--- src/rtl/instr_fetch_pkg.sv ---
// Shared types and constants for the instruction-fetch unit: FSM states,
// the idle NOP word and the opcode field position within an op word.
package instr_fetch_pkg;

    typedef enum logic [1:0] {
        IDLE = 2'd0,
        RUN  = 2'd1,
        HALT = 2'd2
    } state_t;

    localparam logic [31:0] NOP_OP        = 32'hE000_0000;
    localparam logic [3:0]  HALT_OPC_DFLT = 4'hF;
    localparam int          OPC_MSB       = 31;
    localparam int          OPC_LSB       = 28;

    function automatic logic [3:0] opcode_of(input logic [31:0] word);
        return word[OPC_MSB:OPC_LSB];
    endfunction

endpackage

--- src/rtl/imem_16x32.sv ---
// Instruction memory: synchronous write, asynchronous read, contents not reset.
// Read data follows raddr combinationally; writes land at the rising edge.
module imem_16x32 #(
    parameter int DEPTH = 16,
    parameter int AW    = 4
) (
    input  logic          clk,
    input  logic          we,
    input  logic [AW-1:0] waddr,
    input  logic [31:0]   wdata,
    input  logic [AW-1:0] raddr,
    output logic [31:0]   rdata
);

    logic [31:0] mem [DEPTH];

    always_ff @(posedge clk) begin
        if (we) begin
            mem[waddr] <= wdata;
        end
    end

    assign rdata = mem[raddr];

endmodule

--- src/rtl/instr_fetch.sv ---
// Instruction fetch/sequencer: program counter, run/halt FSM, load port into imem.
// op is imem[pc] with one-cycle step/jump latency; optional INSTR_FETCH_STEP_EN adds a step gate.
module instr_fetch
    import instr_fetch_pkg::*;
#(
    parameter int          DEPTH    = 16,
    parameter int          AW       = 4,
    parameter logic [3:0]  HALT_OPC = HALT_OPC_DFLT
) (
    input  logic          clk,
    input  logic          rst,
`ifdef INSTR_FETCH_STEP_EN
    input  logic          step,
`endif
    input  logic          load_we,
    input  logic [AW-1:0] load_addr,
    input  logic [31:0]   load_data,
    input  logic          start,
    input  logic          pc_we,
    input  logic [AW-1:0] pc_in,
    output logic [31:0]   op,
    output logic          op_valid,
    output logic [AW-1:0] pc,
    output logic          running,
    output logic          halted
);

    state_t        state;
    logic [AW-1:0] pc_q;
    logic [31:0]   rd_word;
    logic          advance;
    logic          mem_we;

`ifdef INSTR_FETCH_STEP_EN
    assign advance = step;
`else
    assign advance = 1'b1;
`endif

    // The program is frozen while it executes; loads only land in IDLE/HALT.
    assign mem_we = load_we && (state != RUN);

    imem_16x32 #(
        .DEPTH (DEPTH),
        .AW    (AW)
    ) u_imem (
        .clk   (clk),
        .we    (mem_we),
        .waddr (load_addr),
        .wdata (load_data),
        .raddr (pc_q),
        .rdata (rd_word)
    );

    always_ff @(posedge clk) begin
        if (rst) begin
            state <= IDLE;
            pc_q  <= '0;
        end else begin
            case (state)
                IDLE, HALT: begin
                    if (start) begin
                        state <= RUN;
                        pc_q  <= '0;
                    end
                end
                RUN: begin
                    if (advance) begin
                        // A halt opcode outranks a same-cycle jump request.
                        if (opcode_of(rd_word) == HALT_OPC) begin
                            state <= HALT;
                        end else if (pc_we) begin
                            pc_q <= pc_in;
                        end else begin
                            pc_q <= pc_q + AW'(1);
                        end
                    end
                end
                default: begin
                    state <= IDLE;
                    pc_q  <= '0;
                end
            endcase
        end
    end

    assign running  = (state == RUN);
    assign halted   = (state == HALT);
    assign pc       = pc_q;
    assign op       = running ? rd_word : NOP_OP;
`ifdef INSTR_FETCH_STEP_EN
    assign op_valid = running && step;
`else
    assign op_valid = running;
`endif

endmodule

--- config.mk ---
export PLATFORM = sky130hd
export DESIGN_NAME = instr_fetch
export DESIGN_NICKNAME = d
export VERILOG_FILES = /design/src/rtl/instr_fetch_pkg.sv /design/src/rtl/imem_16x32.sv /design/src/rtl/instr_fetch.sv
export SDC_FILE = /design/constraint.sdc
export NUM_CORES = 1
export LEC_CHECK = 0
export CAP_MARGIN = 20
export CORE_ASPECT_RATIO = 1.25
export CORE_MARGIN = 3
export CORE_UTILIZATION = 39
export CTS_CLUSTER_SIZE = 14
export DETAILED_ROUTE_END_ITERATION = 8
export PLACE_DENSITY = 0.62
export RECOVER_POWER = 25
export SYNTH_ARGS = -nofsm -noshare
export SYNTH_HDL_FRONTEND = slang
export SYNTH_SLANG_ARGS = --single-unit
--- constraint.sdc ---
create_clock -name clk -period 6.6 [get_ports clk]
set_clock_uncertainty 0.05 [all_clocks]
set_input_delay 0.99 -clock clk [delete_from_list [all_inputs] [get_ports clk]]
set_output_delay 0.99 -clock clk [all_outputs]
set_load 0.05 [all_outputs]
==> impl_metrics.yaml <==
yosys:
  synth-edff-count: 512
  yosysWarnings: 0
  synth_seq_cells: 522
  ys_seq_area_share_pct: 77.9
  synth_commonest_cells: "edfxtp_1, mux4_2, and2_1, clkbuf_1, nand2_1"
  syn_area_sq_mm: 0.0200
  syn_nets: 885
  synth_most_common_cell: "edfxtp_1"
  ys.flop_type: "edfxtp_1"
  yosysTopAreaCell: "edfxtp_1"
  ys_types: 30
  synth-async-reset-ratio_pct: 0
  syn_area_per_cell_sq_um: 23.8
  yosys-top-cells-area: "edfxtp_1, mux4_2, dfxtp_1, and2_1, buf_4"
  netlist.area_leader.share_pct: 76.9
  syn_inst: 839
routing:
  wirelength_microns: 42400
  viasPerCell: 5.43
  wl_per_cell_microns: 25.7
  dr.pass1.iters: 7
  drtAntennaViolNets: 0
  vias: 8943
  drt-initial-drc-count: 831
  route.detailed.drc: 0
sta:
  setup_viol: 0
  slew_violations: 0
  fmax_ghz: 0.204
  worst_pin_slew_ps: 1020
  slew_headroom_pct: 31.8
  rsz0062_at_grt: "false"
  period_needed_ps: 4900
  hold_violations: 0
  tns_ps: 0
  finalCritPeriodShare_pct: 74.3
  timing.hold.ws_ps: 497
layout:
  finalInstanceArea_sq_mm: 0.0232
  drive_gt1_share_pct: 27.2
  final_nets: 1000
  regArea_sq_mm: 0.0156
  multiInputGateArea_sq_mm: 0.00429
  area_growth_pct: 16.2
  fillCellCount: 4126
placed_design:
  io_buffers: 83
  dp_hpwl_microns: 20600
  dpl-instance-area_sq_mm: 0.0217
  gp_congestion: 0.680
power:
  p_leak_nw: 6.92
  vdd_ir_drop_max_mv: 0.160
  powerDensity_mw_per_mm2: 293
  total_power_w: 0.00680
global_route:
  antenna_found_initial: 4
  overflow: 0
  grt_usage_pct: 15.8
  grt_pass1_wl_microns: 63700
  grt_start_max_net_pins: 120
  grt_pass1_vias: 9478
run:
  maxCapViolCount: 0
cts:
  cts_inserted_buffers: 49
  clk_pin_slew_ps: 60
  hold_buffers: 0
  cts_max_level: 2
  post_cts_buffers: 0
  cts_tree: "done"
  clock_path_buffers: 3
  post_cts_resized: 0
  cts_root_buffer: "clkbuf_16"
  cts_num_sinks: 522
  clock_latency_ps: 550
die:
  dieArea_sq_mm: 0.0540
  coreArea_sq_mm: 0.0505
  die_y_microns: 259
  pin_count: 84
  rows: 92
  start_util_pct: 39.6
  die_w_microns: 208
setup_path:
  cp_cell_sequence: "buf_4 -> mux4_2 -> mux4_2 -> and2_1 -> clkdlybuf4s50_1"
  worstPathRequired_ps: 5560
  critPathMaxFanout: 37
  critPathKind: "flop to output port"
  cpPeakStageDelay_ps: 860
  cp_data_arrival_time_ps: 3860
  critPathMostFrequentCell: "mux4_2"
  path_buf_inv: 2
  endpoint_kind: "output port"
  cpLargestDelayFamily: "buffers and inverters"
  cpMaxStageDelayCell: "dfxtp_4"
  r2r_slack_ps: 3410
  startpoint_type: "flop"
min_path:
  hp-class: "flop to flop"
run_status:
  outcome: "completed"
layout by cell type (no fill, tap or decap), types with 4 or more instances in the layout:
master / instances
nand2_1: 16
clkbuf_1: 11
clkinv_2: 9
edfxtp_1: 512
clkinv_1: 11
nand2b_1: 4
nor2_4: 12
clkbuf_16: 49
nand3_1: 12
a22oi_1: 5
mux4_2: 156
dlygate4sd3_1: 19
and2_1: 28
nand4_1: 5
buf_4: 22
a31oi_1: 8
bufinv_16: 4
dfxtp_1: 6
nor3_2: 4
clkdlybuf4s50_1: 64
worst min-delay path, stage by stage (launching register included):
cell and delay, ps:
dfxtp_1 340, nand2_1 90, a31oi_1 70
per-layer routing:
metal	vias up	GRT usage [%]	part of all wire, %
met5	-	0	0.017
met1	4802	22.3	43
li1	3807	-	-
met2	263	26.3	50
met3	69	2.26	4.9
met4	2	3.82	2.0
logic make-up (layout without fill, tap and decap cells):
kind of cell / after synthesis / in the layout / synth area share, %
flops: 522 / 522 / 77.9
buf+inv: 44 / 193 / 1.16
xor+xnor: 2 / 2 / 0.0877
compound gates: 20 / 20 / 0.664
fa+ha+maj: 1 / 1 / 0.0626
mux: 157 / 157 / 17.6
simple gates: 93 / 93 / 2.47
other cells: 0 / 2 / 0
per-stage QoR:
stage / util (%) / std cells / setup slack (ps)
after floorplan: - / 839 / 2160
after global placement: 43.0 / 1561 / 2170
after detailed placement: 43.0 / 1561 / 2200
after CTS: 46.0 / 1646 / 1600
after global routing: 46.0 / 1646 / 1470
final: 46.0 / 1648 / 1700
cell type report:
class / instances / share of cell area (%)
clock buffer: 60 / 5.46
sequential: 522 / 67.1
clock inverter: 25 / 0.926
antenna: 2 / 0.0215
inverter: 1 / 0.0162
multi-input combinational: 273 / 18.5
tap: 658 / 3.54
timing repair buffer: 107 / 4.46
flip-flops by register name, summed over array words and instances, names as in the netlist, named ones only:
register and cells:
u_imem.mem 512, pc 4, state 2
report_power, final:
group | total (W) | internal [W] | switching (W) | leakage [nW]
combinational | 0.000443 | 0.000196 | 0.000247 | 1.49
clock | 0.00266 | 0.00151 | 0.00114 | 0.730
sequential | 0.00371 | 0.00368 | 0.0000268 | 4.70
total | 0.00680 | 0.00539 | 0.00142 | 6.92
path summary, 6_finish.rpt:
path | endpoint | cells after the start | from
max reg2reg | u_imem.mem[12][4] | 5 | state[1]
min reg2reg | flop | 2 | pc[3]
max | op[24] | 5 | flop
min | flop | 2 | pc[3]
Power figures use the tool's default switching activity.
